$ cat src/rtl/cpu_loader_pkg.sv
// Shared constants and state encoding for the CPU program loader.
// ROM geometry (20 x 16-bit words) and the byte width of the host stream.
// LOADER_CHECKSUM_EN adds the CHK state that checks the trailing XOR byte.
package cpu_loader_pkg;

   localparam int ROM_DEPTH = 20;
   localparam int WORD_W    = 16;
   localparam int BYTE_W    = 8;
   localparam int IDX_W     = $clog2(ROM_DEPTH);

   typedef enum logic [2:0] {
      S_IDLE    = 3'd0,
      S_HDR     = 3'd1,
      S_LOAD_HI = 3'd2,
      S_LOAD_LO = 3'd3,
`ifdef LOADER_CHECKSUM_EN
      S_CHK     = 3'd4,
`endif
      S_RUN     = 3'd5,
      S_ERR     = 3'd6
   } loader_state_e;

   // States in which the loader offers in_ready to the host.
   function automatic logic accepts_bytes(input loader_state_e s);
      logic r;
      r = (s == S_HDR) || (s == S_LOAD_HI) || (s == S_LOAD_LO);
`ifdef LOADER_CHECKSUM_EN
      r = r || (s == S_CHK);
`endif
      return r;
   endfunction

endpackage

$ cat src/rtl/prog_loader.sv
// Program loader: count byte N then N big-endian 16-bit words into a 20-word ROM image; CPU held in reset meanwhile.
// Latency: one byte per cycle; cpu_reset drops on the edge that accepts the final byte of the image.
// Backpressure: in_ready is registered from the next state and forced low by restart; RUN and ERR accept nothing.
// Build option LOADER_CHECKSUM_EN: the image ends with an XOR checksum byte checked in the CHK state.
module prog_loader
   import cpu_loader_pkg::*;
(
   input  logic              clk,
   input  logic              reset,
   input  logic [BYTE_W-1:0] in_data,
   input  logic              in_valid,
   output logic              in_ready,
   input  logic              restart,
   output logic [WORD_W-1:0] rom_mem0,
   output logic [WORD_W-1:0] rom_mem1,
   output logic [WORD_W-1:0] rom_mem2,
   output logic [WORD_W-1:0] rom_mem3,
   output logic [WORD_W-1:0] rom_mem4,
   output logic [WORD_W-1:0] rom_mem5,
   output logic [WORD_W-1:0] rom_mem6,
   output logic [WORD_W-1:0] rom_mem7,
   output logic [WORD_W-1:0] rom_mem8,
   output logic [WORD_W-1:0] rom_mem9,
   output logic [WORD_W-1:0] rom_mem10,
   output logic [WORD_W-1:0] rom_mem11,
   output logic [WORD_W-1:0] rom_mem12,
   output logic [WORD_W-1:0] rom_mem13,
   output logic [WORD_W-1:0] rom_mem14,
   output logic [WORD_W-1:0] rom_mem15,
   output logic [WORD_W-1:0] rom_mem16,
   output logic [WORD_W-1:0] rom_mem17,
   output logic [WORD_W-1:0] rom_mem18,
   output logic [WORD_W-1:0] rom_mem19,
   output logic              cpu_reset,
   output logic              loaded,
   output logic              error
);

   localparam logic [IDX_W-1:0] IDX_ONE = IDX_W'(1);

   loader_state_e     state;
   loader_state_e     state_nxt;
   logic              in_ready_q;
   logic              xfer;
   logic              cnt_ok;
   logic              last_word;
   logic [IDX_W-1:0]  idx;
   logic [IDX_W-1:0]  cnt;
   logic [WORD_W-1:0] rom_mem [ROM_DEPTH];

   // restart gates in_ready directly so a byte offered alongside restart is never taken.
   assign in_ready  = in_ready_q & ~restart;
   assign xfer      = in_valid & in_ready;
   assign cnt_ok    = (in_data != '0) && (in_data <= BYTE_W'(ROM_DEPTH));
   assign last_word = (idx == (cnt - IDX_ONE));

`ifdef LOADER_CHECKSUM_EN
   logic [BYTE_W-1:0] csum;

   // Running XOR of data bytes; cleared by each accepted count byte.
   always_ff @(posedge clk or negedge reset) begin
      if (!reset) begin
         csum <= '0;
      end else if (xfer) begin
         if (state == S_HDR) begin
            csum <= '0;
         end else if ((state == S_LOAD_HI) || (state == S_LOAD_LO)) begin
            csum <= csum ^ in_data;
         end
      end
   end
`endif

   // Next-state logic; restart overrides everything, including a byte in flight.
   always_comb begin
      state_nxt = state;
      if (restart) begin
         state_nxt = S_IDLE;
      end else begin
         case (state)
            S_IDLE:    state_nxt = S_HDR;
            S_HDR:     if (xfer) state_nxt = cnt_ok ? S_LOAD_HI : S_ERR;
            S_LOAD_HI: if (xfer) state_nxt = S_LOAD_LO;
`ifdef LOADER_CHECKSUM_EN
            S_LOAD_LO: if (xfer) state_nxt = last_word ? S_CHK : S_LOAD_HI;
            S_CHK:     if (xfer) state_nxt = (in_data == csum) ? S_RUN : S_ERR;
`else
            S_LOAD_LO: if (xfer) state_nxt = last_word ? S_RUN : S_LOAD_HI;
`endif
            default:   state_nxt = state;
         endcase
      end
   end

   // State register and outputs registered from the next state so they are valid on state entry.
   always_ff @(posedge clk or negedge reset) begin
      if (!reset) begin
         state      <= S_IDLE;
         in_ready_q <= 1'b0;
         cpu_reset  <= 1'b1;
         loaded     <= 1'b0;
         error      <= 1'b0;
      end else begin
         state      <= state_nxt;
         in_ready_q <= accepts_bytes(state_nxt);
         cpu_reset  <= (state_nxt != S_RUN);
         loaded     <= (state_nxt == S_RUN);
         error      <= (state_nxt == S_ERR);
      end
   end

   // ROM image, word index and word count; the image is only cleared by a valid count byte.
   always_ff @(posedge clk or negedge reset) begin
      if (!reset) begin
         for (int i = 0; i < ROM_DEPTH; i++) rom_mem[i] <= '0;
         idx <= '0;
         cnt <= '0;
      end else if (xfer) begin
         case (state)
            S_HDR: begin
               if (cnt_ok) begin
                  for (int i = 0; i < ROM_DEPTH; i++) rom_mem[i] <= '0;
                  idx <= '0;
                  cnt <= in_data[IDX_W-1:0];
               end
            end
            S_LOAD_HI: rom_mem[idx][WORD_W-1:BYTE_W] <= in_data;
            S_LOAD_LO: begin
               rom_mem[idx][BYTE_W-1:0] <= in_data;
               if (!last_word) idx <= idx + IDX_ONE;
            end
            default: ;
         endcase
      end
   end

   assign rom_mem0  = rom_mem[0];
   assign rom_mem1  = rom_mem[1];
   assign rom_mem2  = rom_mem[2];
   assign rom_mem3  = rom_mem[3];
   assign rom_mem4  = rom_mem[4];
   assign rom_mem5  = rom_mem[5];
   assign rom_mem6  = rom_mem[6];
   assign rom_mem7  = rom_mem[7];
   assign rom_mem8  = rom_mem[8];
   assign rom_mem9  = rom_mem[9];
   assign rom_mem10 = rom_mem[10];
   assign rom_mem11 = rom_mem[11];
   assign rom_mem12 = rom_mem[12];
   assign rom_mem13 = rom_mem[13];
   assign rom_mem14 = rom_mem[14];
   assign rom_mem15 = rom_mem[15];
   assign rom_mem16 = rom_mem[16];
   assign rom_mem17 = rom_mem[17];
   assign rom_mem18 = rom_mem[18];
   assign rom_mem19 = rom_mem[19];

endmodule

$ cat config.mk
export PLATFORM = sky130hd
export DESIGN_NAME = prog_loader
export DESIGN_NICKNAME = d
export VERILOG_FILES = /design/src/rtl/cpu_loader_pkg.sv /design/src/rtl/prog_loader.sv
export SDC_FILE = /design/constraint.sdc
export NUM_CORES = 1
export LEC_CHECK = 0
export BUFFER_PORTS_ARGS = -buffer_cell sky130_fd_sc_hd__buf_2
export CAP_MARGIN = 30
export CELL_PAD_IN_SITES_DETAIL_PLACEMENT = 0
export CELL_PAD_IN_SITES_GLOBAL_PLACEMENT = 1
export CORE_MARGIN = 2
export CORE_UTILIZATION = 45
export CTS_CLUSTER_SIZE = 20
export DETAILED_ROUTE_END_ITERATION = 12
export PLACE_DENSITY_LB_ADDON = 0.05
export SETUP_SLACK_MARGIN = 0.4
export SKIP_LAST_GASP = 1
export SLEW_MARGIN = 20
export SYNTH_ARGS = -nofsm -noshare
export SYNTH_HDL_FRONTEND = slang
export SYNTH_SLANG_ARGS = --single-unit
export TNS_END_PERCENT = 50
$ cat constraint.sdc
create_clock -name clk -period 4.6 [get_ports clk]
set_clock_uncertainty 0.15 [all_clocks]
set_input_delay 0.69 -clock clk [delete_from_list [all_inputs] [get_ports clk]]
set_output_delay 0.69 -clock clk [all_outputs]
set_load 0.03 [all_outputs]
Yosys cells after proc, flatten, opt, wreduce, memory -nomap -nowiden
Index checks and enable logic that the tools add are counted.
{ "totals": {"inputBits": 12, "output_inout_bits": 324, "ff_bits": 337, "wordCells": 77} }
{ "op_classes": {"n_bitwise": 4, "addsub": 2, "magnitude_cmp": 3, "n_mux": 18, "n_eq_ne": 12, "reduce_logical": 11} }
{ "op_table": {"columns": ["op", "count"], "rows": [
  ["320-bit case mux with 3 select lines", 1],
  ["320-bit bitwise mux", 2],
  ["320-bit 2-to-1 mux", 1],
  ["16-bit demux with 5-bit select", 2],
  ["3-bit 2-to-1 mux", 6],
  ["16-bit 2-to-1 mux", 1],
  ["3-bit by 2-bit == test with 1-bit output, second input constant", 4],
  ["3-bit case mux with 4 select lines", 1],
  ["5-bit 2-to-1 mux", 2],
  ["5-bit case mux with 2 select lines", 1],
  ["8-bit by 5-bit less-or-equal comparator with 1-bit output, second input constant", 1],
  ["8-bit 2-to-1 mux", 1],
  ["8-bit nonzero test", 1],
  ["3-bit by 1-bit == test with 1-bit output, second input constant", 2],
  ["3-bit == test, second input constant", 2],
  ["6-bit greater-or-equal comparator, second input constant", 1],
  ["6-bit by 1-bit < comparator with 1-bit output, second input constant", 1],
  ["5-bit NOT with 6-bit output", 1],
  ["3-bit AND reduction", 2],
  ["5-bit by 1-bit adder with 5-bit output, second input constant", 1],
  ["5-bit == test", 1],
  ["5-bit by 1-bit subtractor with 5-bit output, second input constant", 1],
  ["2-bit inequality test, second input constant", 2],
  ["4-bit AND reduction", 1],
  ["8 further kinds", 11]
]} }

Logic depth before layout (Yosys ltp)
{ "depth": {"depth_word": 9, "ltp_mapped": 8, "ltp_nobuf": 7} }

Least setup slack after synthesis
No wires, ideal clock.
{ "synth_timing": {"kind": "in2reg", "from": "in in_data[0]", "to": "reg rom_mem (netlist bit rom_mem10[15])", "stages": 7, "path_slack_ns": 2.170, "setup_time_ns": 0.132, "arrival_time_ns": 2.149, "required_ns": 4.318, "path_buffers": 2, "path_cell_list": "buf_4 > o21a_1 > o21a_1 > nor4b_4 > buf_6 > o21ai_4 > o2bb2ai_1"} }
{ "synth_via": {"elab_chain_cells": 4, "elab_cells_between_ends": 5, "cone_classes": "order compare (1); eq/ne (1); reduce/logical (3)"} }
{ "synth_rtl": {"columns": ["element", "line_no", "text"], "rows": [
  ["start, declared", "prog_loader.sv:10", "input logic [BYTE_W-1:0] in_data,"],
  ["8-bit by 5-bit less-or-equal comparator with 1-bit output or 8-bit nonzero test (tied branches)", "prog_loader.sv:54", "assign cnt_ok = (in_data != '0) && (in_data <= BYTE_W'(ROM_DEPTH));"],
  ["1-bit logical AND (*)", "prog_loader.sv:54", null],
  ["2-bit inequality test (no line) (*)", null, null],
  ["3-bit AND reduction (no line) (*)", null, null],
  ["end signal, assigned by index", "prog_loader.sv:127", "S_LOAD_HI: rom_mem[idx][WORD_W-1:BYTE_W] <= in_data;"],
  ["end signal, assigned by index", "prog_loader.sv:129", "rom_mem[idx][BYTE_W-1:0] <= in_data;"],
  ["end, declared", "prog_loader.sv:49", "logic [WORD_W-1:0] rom_mem [ROM_DEPTH];"]
]} }
Every way passes the cells marked *; elsewhere a longest branch is shown, timed or not.
A chain may end at the register's enable or synchronous reset.

Worst setup path in the final report
{ "layout_timing": {"from": "reg state[0]", "to": "reg rom_mem (netlist bit rom_mem14[15])"} }
{ "layout_via": {"elab_chain_cells": 3, "elab_cells_between_ends": 7, "cone_classes": "eq/ne (4); mux (1); reduce/logical (2)"} }
{ "layout_rtl": {"columns": ["element", "line_no", "text"], "rows": [
  ["start, declared", "prog_loader.sv:41", "loader_state_e state;"],
  ["start signal, assigned", "prog_loader.sv:104", "state <= state_nxt;"],
  ["3-bit by 1-bit == test with 1-bit output or 3-bit by 2-bit == test with 1-bit output (tied branches)", "prog_loader.sv:119", "case (state)"],
  ["2-bit inequality test (no line) or 3-bit nonzero test (tied branches)", null, null],
  ["3-bit AND reduction (no line)", null, null]
]} }
Parallel ways exist; a longest one is shown, timed or not.

==> impl_metrics.env <==
export IMPL_portBuffers=335
export IMPL_dr_pass1_iters=5
export IMPL_status="complete, no violations"
export IMPL_power_density_mw_per_mm2=369
export IMPL_cts_hold_buf=0
export IMPL_max_stage_delay_ns=0.70
export IMPL_power_total_uw=6380
export IMPL_path_clk_slew_ns=0.06
export IMPL_synth_warnings=0
export IMPL_finalWorstPathRequiredPeriod_ns=3.17
export IMPL_die_area_sq_mm=0.0328
export IMPL_cts_tree="yes"
export IMPL_path_cells="nand2b_1, nor2b_4, buf_4, nand2_1, o2bb2ai_1"
export IMPL_ctsLongestPathBuffers=3
export IMPL_grt_overflow=0
export IMPL_synth_yosys_seq_area_share_pct=59.8
export IMPL_rsz0062_at_grt="false"
export IMPL_fp_coreArea_sq_mm=0.0307
export IMPL_slowest_stage="dfrtp_1"
export IMPL_endpoint_kind="flop"
export IMPL_syn2layout_area_growth_pct=22.4
export IMPL_synthesis_nets=1228
export IMPL_vias_per_cell=5.87
export IMPL_drive_gt1_share_pct=29.7
export IMPL_drtIter0Drc=834
export IMPL_synthArstFlopShare_pct=100
export IMPL_post_route_drc_count=0
export IMPL_cap_viol_max_count=0
export IMPL_setup_ws_ns=1.43
export IMPL_insertedDiodeCount=0
export IMPL_post_route_period_util_pct=68.9
export IMPL_synth_edf_count=0
export IMPL_fill_cells=2785
export IMPL_antenna_found_initial=0
export IMPL_worstPathMaxFanout=67
export IMPL_p_leak_uw=0.00851
export IMPL_slew_viol_final=0
export IMPL_worstHoldPathType="primary input to async pin"
export IMPL_finalWirelength_mm=45.5
export IMPL_stdcell_area_sq_mm=0.0173
export IMPL_die_h_microns=181
export IMPL_fin_nets=1527
export IMPL_fmax_mhz=316
export IMPL_cts_root_buf="clkbuf_16"
export IMPL_rows=64
export IMPL_synthCells=1211
export IMPL_pre_cts_slack_ns=1.17
export IMPL_grt_max_degree=90
export IMPL_vias=11300
export IMPL_globalplace_congestion=0.826
export IMPL_setup_viol=0
export IMPL_h_tree_depth=2
export IMPL_ir_worst_vdd_uv=201
export IMPL_place_hpwl_mm=30.1
export IMPL_cts_setup_buffers=0
export IMPL_worst_pin_slew_ns=0.998
export IMPL_ys_seq_elements=337
export IMPL_cp_required_ns=4.88
export IMPL_cts_resized=0
export IMPL_fin_tns_setup_ns=0
export IMPL_synth_top_flop_cell="dfrtp_1"
export IMPL_syn_area_per_cell_sq_um=11.7
export IMPL_relSlewSlack_pct=32.9
export IMPL_start_util_pct=45.9
export IMPL_routedWlPerCell_microns=23.6
export IMPL_cts_num_sinks=337
export IMPL_synth_cell_area_sq_mm=0.0141
export IMPL_die_x_microns=181
export IMPL_grt_util_all_layers_pct=27.5
export IMPL_place_area_sq_mm=0.0161
export IMPL_finalHoldViolCount=0
export IMPL_multi_input_area_sq_mm=0.00528
export IMPL_crit_type="flop to flop"
export IMPL_seq_area_sq_mm=0.00843
export IMPL_critPathArrivalTime_ns=3.45
export IMPL_antenna_left=0
export IMPL_clk_latency_ns=0.52
export IMPL_grt_pass1_vias=11100
export IMPL_reg2regPathDepth=5
export IMPL_startpoint_type="flop"
export IMPL_ios=336
export IMPL_grt_pass1_wl_mm=70.0
export IMPL_ys_types=59
export IMPL_cts_inserted_buffers=37
logic make-up (layout without fill, tap and decap cells):
group	count (synthesis)	count (layout)	share of synthesized area [%]
flops	337	337	59.8
xor+xnor	6	6	0.372
simple gates	321	321	11.0
mux	4	4	0.310
compound gates	438	438	25.0
fa+ha+maj	5	5	0.443
buf+inv	100	425	3.11
cell usage after synthesis, drive strengths merged (2+ instances only):
| library cell | instances | area share [%] |
|---|---|---|
| dfrtp | 336 | 60 |
| a22o | 145 | 9.0 |
| nand2 | 122 | 3.3 |
| o2bb2ai | 105 | 6.5 |
| o21ai | 87 | 4.3 |
| clkbuf | 65 | 1.7 |
| nand3 | 54 | 1.9 |
| nor2 | 46 | 1.2 |
| nor3 | 38 | 1.6 |
| buf | 28 | 1.2 |
| a31oi | 26 | 1.2 |
| o211ai | 23 | 1.2 |
| o22ai | 20 | 0.93 |
| a22oi | 15 | 0.80 |
| nor2b | 13 | 0.58 |
| nand2b | 12 | 0.53 |
| and3 | 11 | 0.49 |
| inv | 7 | 0.19 |
| a21oi | 6 | 0.24 |
| ha | 5 | 0.44 |
| or3 | 5 | 0.22 |
| nand3b | 4 | 0.21 |
| and2 | 3 | 0.13 |
| and3b | 3 | 0.19 |
| mux2 | 3 | 0.24 |
| xnor2 | 3 | 0.19 |
| xor2 | 3 | 0.19 |
| a211oi | 2 | 0.14 |
| a32o | 2 | 0.14 |
| nor4 | 2 | 0.089 |
| o21a | 2 | 0.11 |
| or2 | 2 | 0.089 |
stage by stage:
| stage | instances | utilization, % | hold WS, ns |
|---|---|---|---|
| detailed placement | 1867 | 52.3 | 0.318 |
| floorplan | 1211 | - | 0.244 |
| finish | 1932 | 56.2 | 0.0161 |
| global placement | 1867 | 52.3 | 0.315 |
| CTS | 1932 | 56.2 | 0.0584 |
| global route | 1932 | 56.2 | 0.0646 |
state kept, by name (all words and copies together) (netlist names), 16 cells and up:
name	count
rom_mem0	16
rom_mem1	16
rom_mem10	16
rom_mem11	16
rom_mem12	16
rom_mem13	16
rom_mem14	16
rom_mem15	16
rom_mem16	16
rom_mem17	16
rom_mem18	16
rom_mem19	16
rom_mem2	16
rom_mem3	16
rom_mem4	16
rom_mem5	16
rom_mem6	16
rom_mem7	16
rom_mem8	16
rom_mem9	16
area by class of cell:
| cell class | instances | area share, % |
|---|---|---|
| clock buffer | 53 | 6.18 |
| clock inverter | 12 | 0.717 |
| inverter | 7 | 0.152 |
| multi-input combinational | 774 | 30.6 |
| sequential | 337 | 48.8 |
| tap | 396 | 2.87 |
| timing repair buffer | 353 | 10.7 |
critical path: cells and delay by family, from the launching register on:
family                 cells  cell delay, ns
and+or+nand+nor            3            1.37
DFF                        1            0.70
buffers and inverters      1            0.59
AOI/OAI and AO/OA          1            0.26
metal layers:
layer	global-route usage (%)	up-vias	wire, microns
met3	6.17	56	3200
met4	6.80	0	918
met2	43.6	407	21600
li1	-	5159	-
met1	38.6	5727	19800
met5	0	-	0
power breakdown:
part | switching [uW] | internal (uW)
Clock | 1190 | 1730
Sequential | 39.6 | 2990
Combinational | 336 | 97.1
Total | 1560 | 4820
final timing paths:
path	endpoint	slack, ns	startpoint
setup / recovery	rom_mem14[15]	1.43	state[0]
max in group asynchronous	rom_mem17[13]	3.25	reset
hold / removal	rom_mem2[11]	0.02	reset
hold reg to reg	rom_mem15[8]	0.33	rom_mem15[8]
min in group clk	rom_mem15[8]	0.33	rom_mem15[8]
setup reg to reg	rom_mem14[15]	1.43	state[0]
cells in the final DEF, fill, tap and decap left out, types with 3 or more instances in the layout:
master,instances
dfrtp_1,336
buf_2,334
a22o_1,145
nand2_1,121
o2bb2ai_1,105
nand3_1,54
o21ai_0,52
nor2_1,46
clkbuf_16,38
nor3_1,33
a31oi_1,26
o211ai_1,23
o22ai_1,19
o21ai_2,16
buf_4,16
a22oi_1,15
nor2b_1,11
nand2b_1,11
and3_1,11
o21ai_4,10
o21ai_1,9
clkbuf_1,9
clkinv_2,8
inv_1,7
clkbuf_8,6
a21oi_1,5
or3_1,5
ha_1,5
nand3b_1,4
xor2_1,3
xnor2_1,3
and3b_1,3
nor3_2,3
and2_1,3
(Power assumes the default switching activity.)
